File: config.mk
export PLATFORM = sky130hd
export DESIGN_NAME = gpio_input
export DESIGN_NICKNAME = d
export VERILOG_FILES = /design/src/rtl/gpio_input.sv
export SDC_FILE = /design/constraint.sdc
export NUM_CORES = 1
export LEC_CHECK = 0
export ABC_CLOCK_PERIOD_IN_PS = 4180
export BUFFER_PORTS_ARGS = -buffer_cell sky130_fd_sc_hd__buf_2
export CELL_PAD_IN_SITES_DETAIL_PLACEMENT = 0
export CELL_PAD_IN_SITES_GLOBAL_PLACEMENT = 1
export CORE_ASPECT_RATIO = 0.6
export CORE_UTILIZATION = 42
export CTS_BUF_LIST = sky130_fd_sc_hd__clkbuf_8
export CTS_CLUSTER_SIZE = 25
export DETAILED_ROUTE_END_ITERATION = 10
export PLACE_DENSITY = 0.83
export SLEW_MARGIN = 20
export SYNTH_ARGS = -nofsm -noshare
export SYNTH_HDL_FRONTEND = slang
export SYNTH_SLANG_ARGS = --single-unit
File: constraint.sdc
create_clock -name clk -period 4.18 [get_ports clk]
set_input_delay 0.418 -clock clk [delete_from_list [all_inputs] [get_ports clk]]
set_output_delay 0.418 -clock clk [all_outputs]
set_load 0.03 [all_outputs]
File: src/rtl/gpio_input.sv
`default_nettype none
// ============================================================================
// Module   : gpio_input
// Purpose  : Conditions the board's slide switches and pushbuttons into one
//            32-bit word for the CPU. Switches are synchronized only; each
//            pushbutton is synchronized, debounced, and turned into a level,
//            a sticky press flag and a shared wrapping press counter.
// Ports    : clk      - system clock, all state changes on its rising edge
//            rst      - synchronous active-high reset
//            SW[17:0] - raw slide switches (asynchronous, 1 = up)
//            KEY[2:0] - raw pushbuttons KEY[3:1] (asynchronous, active-low)
//            ack      - CPU read-acknowledge, clears the sticky press flags
//            GPIO_in  - {press_count[7:0], press_flag[2:0], key_level[2:0],
//                        sw_sync[17:0]}
// Revision : 1.0 - initial release
// ============================================================================
module gpio_input #(
    parameter int DEBOUNCE_CYCLES = 500000
) (
    input  logic        clk,
    input  logic        rst,
    input  logic [17:0] SW,
    input  logic [2:0]  KEY,
    input  logic        ack,
    output logic [31:0] GPIO_in
);

    localparam logic [19:0] c_CNT_LAST = 20'(DEBOUNCE_CYCLES - 1);

    // Encoding chosen so that bit 1 is the debounced key level directly.
    typedef enum logic [1:0] {
        IDLE_UP    = 2'b00,
        CHECK_DOWN = 2'b01,
        HELD_DOWN  = 2'b10,
        CHECK_UP   = 2'b11
    } state_t;

    logic [17:0] r_sw_meta;
    logic [17:0] r_sw_sync;
    logic [2:0]  r_key_meta;
    logic [2:0]  r_key_sync;
    logic [2:0]  r_flag;
    logic [7:0]  r_count;

    logic [2:0]  w_event;
    logic [2:0]  w_level;
    logic [1:0]  w_ev_count;

    // Two-flop synchronizers; keys are inverted first so 1 means pressed.
    always_ff @(posedge clk) begin
        if (rst) begin
            r_sw_meta  <= '0;
            r_sw_sync  <= '0;
            r_key_meta <= '0;
            r_key_sync <= '0;
        end else begin
            r_sw_meta  <= SW;
            r_sw_sync  <= r_sw_meta;
            r_key_meta <= ~KEY;
            r_key_sync <= r_key_meta;
        end
    end

    genvar g;
    generate
        for (g = 0; g < 3; g++) begin : g_key
            state_t      r_state;
            state_t      w_state_next;
            logic [19:0] r_cnt;
            logic [19:0] w_cnt_next;

            always_ff @(posedge clk) begin
                if (rst) begin
                    r_state <= IDLE_UP;
                    r_cnt   <= '0;
                end else begin
                    r_state <= w_state_next;
                    r_cnt   <= w_cnt_next;
                end
            end

            always_comb begin
                w_state_next = r_state;
                w_cnt_next   = r_cnt;
                case (r_state)
                    IDLE_UP: begin
                        w_cnt_next = '0;
                        if (r_key_sync[g]) begin
                            w_state_next = CHECK_DOWN;
                            w_cnt_next   = 20'd1;
                        end
                    end
                    CHECK_DOWN: begin
                        if (!r_key_sync[g]) begin
                            w_state_next = IDLE_UP;
                            w_cnt_next   = '0;
                        end else if (r_cnt == c_CNT_LAST) begin
                            w_state_next = HELD_DOWN;
                            w_cnt_next   = '0;
                        end else begin
                            w_cnt_next = r_cnt + 20'd1;
                        end
                    end
                    HELD_DOWN: begin
                        w_cnt_next = '0;
                        if (!r_key_sync[g]) begin
                            w_state_next = CHECK_UP;
                            w_cnt_next   = 20'd1;
                        end
                    end
                    CHECK_UP: begin
                        if (r_key_sync[g]) begin
                            w_state_next = HELD_DOWN;
                            w_cnt_next   = '0;
                        end else if (r_cnt == c_CNT_LAST) begin
                            w_state_next = IDLE_UP;
                            w_cnt_next   = '0;
                        end else begin
                            w_cnt_next = r_cnt + 20'd1;
                        end
                    end
                    default: begin
                        w_state_next = IDLE_UP;
                        w_cnt_next   = '0;
                    end
                endcase
            end

            // Only a confirmed press produces an event; releases are silent.
            assign w_event[g] = (r_state == CHECK_DOWN) && (w_state_next == HELD_DOWN);
            assign w_level[g] = r_state[1];
        end
    endgenerate

    assign w_ev_count = {1'b0, w_event[0]} + {1'b0, w_event[1]} + {1'b0, w_event[2]};

    // A press landing on the same edge as ack keeps its flag set.
    always_ff @(posedge clk) begin
        if (rst) begin
            r_flag  <= '0;
            r_count <= '0;
        end else begin
            r_flag  <= (ack ? 3'b000 : r_flag) | w_event;
            r_count <= r_count + {6'b0, w_ev_count};
        end
    end

    assign GPIO_in = {r_count, r_flag, w_level, r_sw_sync};

endmodule
`default_nettype wire

==> flow_metrics.env <==
export IMPL_status="finished clean"
export IMPL_combPwrFrac_pct=2.6
export IMPL_critPathRequiredTime_ps=4490
export IMPL_end_kind="register"
export IMPL_synth_area_sq_mm=0.00469
export IMPL_clk_pin_slew_worst_paths_ps=80
export IMPL_slew_viol_final=0
export IMPL_power_density_mw_per_mm2=416
export IMPL_via_per_inst=5.07
export IMPL_cts_root_buf="clkbuf_8"
export IMPL_finalSetupTns_ps=0
export IMPL_cts_buffer_depth=2
export IMPL_ctsHoldBuffers=0
export IMPL_finClkSkew_ps=9.46
export IMPL_whs_path_depth=2
export IMPL_path_cells="ha_1 -> nor4bb_1 -> nand4b_1 -> or4b_2 -> fa_1 -> inv_1 -> ha_1 -> fa_1 -> nand3_1 -> xor2_1 -> nor2_1"
export IMPL_ant_nets=0
export IMPL_ys_warn_count=0
export IMPL_whs_ps=127
export IMPL_path_depth=11
export IMPL_netlist_instances=490
export IMPL_syn_to_final_growth_pct=16.5
export IMPL_initial_core_util_pct=43.8
export IMPL_fin_util_pct=51.0
export IMPL_max_freq_mhz=288
export IMPL_setup_worst_path_start_class="register"
export IMPL_dp_hpwl_um=6400
export IMPL_synthFlopType="dfxtp_1"
export IMPL_core_sq_mm=0.0107
export IMPL_cts_resized=0
export IMPL_worst_ir_drop_vdd_uv=351
export IMPL_num_rows=29
export IMPL_vias=3547
export IMPL_wl_per_cell_um=13.1
export IMPL_cts_sinks=119
export IMPL_dpl_worst_slack_ps=755
export IMPL_setup_viol=0
export IMPL_cts_setup_buffers=0
export IMPL_final_area_sq_mm=0.00546
export IMPL_grt_setup_unrepaired="no"
export IMPL_regToRegSetupSlack_ps=710
export IMPL_ys_seq_area_share_pct=50.8
export IMPL_syn_nets=521
export IMPL_crit_type="register to register"
export IMPL_hold_viol=0
export IMPL_p_switching_mw=0.589
export IMPL_nets=579
export IMPL_die_w_um=138
export IMPL_crit_end="r_count[4]$_SDFF_PP0_"
export IMPL_synthArstFlopShare_pct=0
export IMPL_drc=0
export IMPL_ys_ff_latch=119
export IMPL_fin_ws_ps=713
export IMPL_die_h_um=83.8
export IMPL_maxCapViolCount=0
export IMPL_hold_path_class="input port to register"
export IMPL_switching_share_pct=25.9
export IMPL_place_congestion=0.793
export IMPL_place_area_sq_mm=0.00505
export IMPL_n_antenna_cell=0
export IMPL_tritoncts="yes"
export IMPL_grt_pass1_wl_um=15600
export IMPL_io_pins=56
export IMPL_grt_max_degree=50
export IMPL_r2r_end="r_count[4]$_SDFF_PP0_"
export IMPL_numCtsBuffers=17
export IMPL_crit_path_start="g_key[0].r_cnt[0]$_SDFF_PP0_"
export IMPL_drt_iter0_markers=220
export IMPL_hold_start="KEY[0]"
export IMPL_reg2reg_depth=11
export IMPL_critical_path_max_fanout=6
export IMPL_insertion_delay_ps=440
export IMPL_max_stage_delay_ps=720
export IMPL_yosys_cell_types_count=47
export IMPL_crit_buf_inv=1
export IMPL_slowest_stage="or4b_2"
export IMPL_place_port_buffers=55
export IMPL_seq_power_share_pct=51.0
export IMPL_dp_cells=668
export IMPL_period_minus_slack_ps=3470
export IMPL_final_layout_size_suffix_gt1_share_pct=18.0
export IMPL_grt_pass1_vias=3314
export IMPL_p_leak_nw=1.93
export IMPL_max_slew_margin_pct=60.8
export IMPL_cts_htree_levels=4
export IMPL_cp_top_family="adder cells"
export IMPL_synth_area_per_cell_sq_um=9.57
export IMPL_p_int_mw=1.68
export IMPL_grt_overflow_total=0
export IMPL_fillers=968
export IMPL_worst_pin_slew_ps=588
export IMPL_stdcell_count=700
export IMPL_total_power_mw=2.27
export IMPL_synth_edf_count=0
export IMPL_clkPwrFrac_pct=46.5
export IMPL_cp_arrival_ps=3780
export IMPL_min_period_over_period_pct=82.9
export IMPL_antenna_found_initial=1
export IMPL_routed_wl_um=9140
export IMPL_rr_startpoint="g_key[0].r_cnt[0]$_SDFF_PP0_"
export IMPL_dieArea_sq_mm=0.0116
export IMPL_dr_pass1_iters=5
export IMPL_grtUsageTotal_pct=17.0
[layout by cell type, fill, tap and decap left out, drive strengths merged, types with 5 or more instances in the layout]
| cell type | count |
|---|---|
| nand3 | 23 |
| nand2 | 20 |
| nor2 | 58 |
| a21oi | 23 |
| nor3 | 10 |
| or4 | 14 |
| clkbuf | 17 |
| nor4 | 7 |
| nand2b | 7 |
| or3 | 14 |
| nor2b | 43 |
| ha | 5 |
| xnor2 | 26 |
| inv | 25 |
| o21ai | 14 |
| o31ai | 5 |
| dfxtp | 119 |
| and4 | 5 |
| nand4 | 14 |
| buf | 56 |
| xor2 | 19 |
[state kept, by name (all words and copies together), names as in the netlist]
register	flops
r_sw_meta	18
g_key.r_state	6
r_key_sync	3
r_flag	3
r_count	8
r_sw_sync	18
r_key_meta	3
g_key.r_cnt	60
[worst register-to-register path, stage by stage (launching register included)]
cell	delay [ps]
dfxtp_1	380
ha_1	270
nor4bb_1	250
nand4b_1	160
or4b_2	720
fa_1	530
inv_1	40
ha_1	220
fa_1	440
nand3_1	130
xor2_1	160
nor2_1	60
[layer usage]
metal / GRT usage, % / wire length, um / vias up
li1: - / - / 1811
met1: 23.6 / 4690 / 1631
met2: 22.8 / 3590 / 88
met3: 6.37 / 697 / 15
met4: 8.27 / 148 / 2
met5: 0 / 13 / -
[final cells by class]
| class | instances | area, sq um | area share (%) |
|---|---|---|---|
| Sequential cell | 119 | 2380 | 43.6 |
| Multi-Input combinational cell | 339 | 2160 | 39.5 |
| Timing Repair Buffer | 56 | 283 | 5.18 |
| Clock buffer | 17 | 234 | 4.29 |
| Clock inverter | 15 | 174 | 3.19 |
| Tap cell | 139 | 174 | 3.19 |
| Inverter | 15 | 56.3 | 1.03 |
[cell families after synthesis]
logic type,Yosys count,synth area share (%)
and+or+nand+nor,235,28.4
AOI/OAI and AO/OA,51,6.86
muxes,1,0.214
buffers and inverters,32,3.15
DFF,119,50.8
xor gates and xnor gates,45,8.41
adders and majority gates,7,2.19
[power by group through the flow]
stage | Clock [mW] | Combinational, mW | Sequential [mW]
2_1_floorplan | 0 | 0.0235 | 1.20
3_3_place_gp | 0 | 0.0580 | 1.19
3_5_place_dp | 0 | 0.0591 | 1.19
4_1_cts | 1.09 | 0.0593 | 1.16
5_1_grt | 1.14 | 0.0637 | 1.16
6_report | 1.06 | 0.0583 | 1.16
[synthesized netlist by cell type, types with 5 or more instances]
library cell  instances  share of area (%)
a21oi_1              23                2.5
clkbuf_1              8               0.64
dfxtp_1             119                 51
ha_1                  5                1.3
inv_1                15                1.2
nand2_1              20                1.6
nand2b_1              7               0.93
nand3_1              23                2.5
nand4_1              14                1.9
nor2_1               58                4.6
nor2b_1              43                5.7
nor3_1               10                1.1
nor4_1                6               0.80
o21ai_0              13                1.4
o31ai_1               5               0.80
or3_1                13                1.7
or4_1                13                2.1
xnor2_1              26                4.9
xor2_1               19                3.6
[how the worst min path moves through the flow]
stage / end / slack [ps]
after floorplan: r_key_sync[0]$_SDFF_PP0_ / 410
after global placement: r_sw_sync[15]$_SDFF_PP0_ / 420
after detailed placement: r_sw_sync[8]$_SDFF_PP0_ / 420
after CTS: r_key_meta[0]$_SDFF_PP0_ / 100
after global routing: r_key_meta[0]$_SDFF_PP0_ / 100
final: r_key_meta[0]$_SDFF_PP0_ / 130
Power figures use the tool's default switching activity.
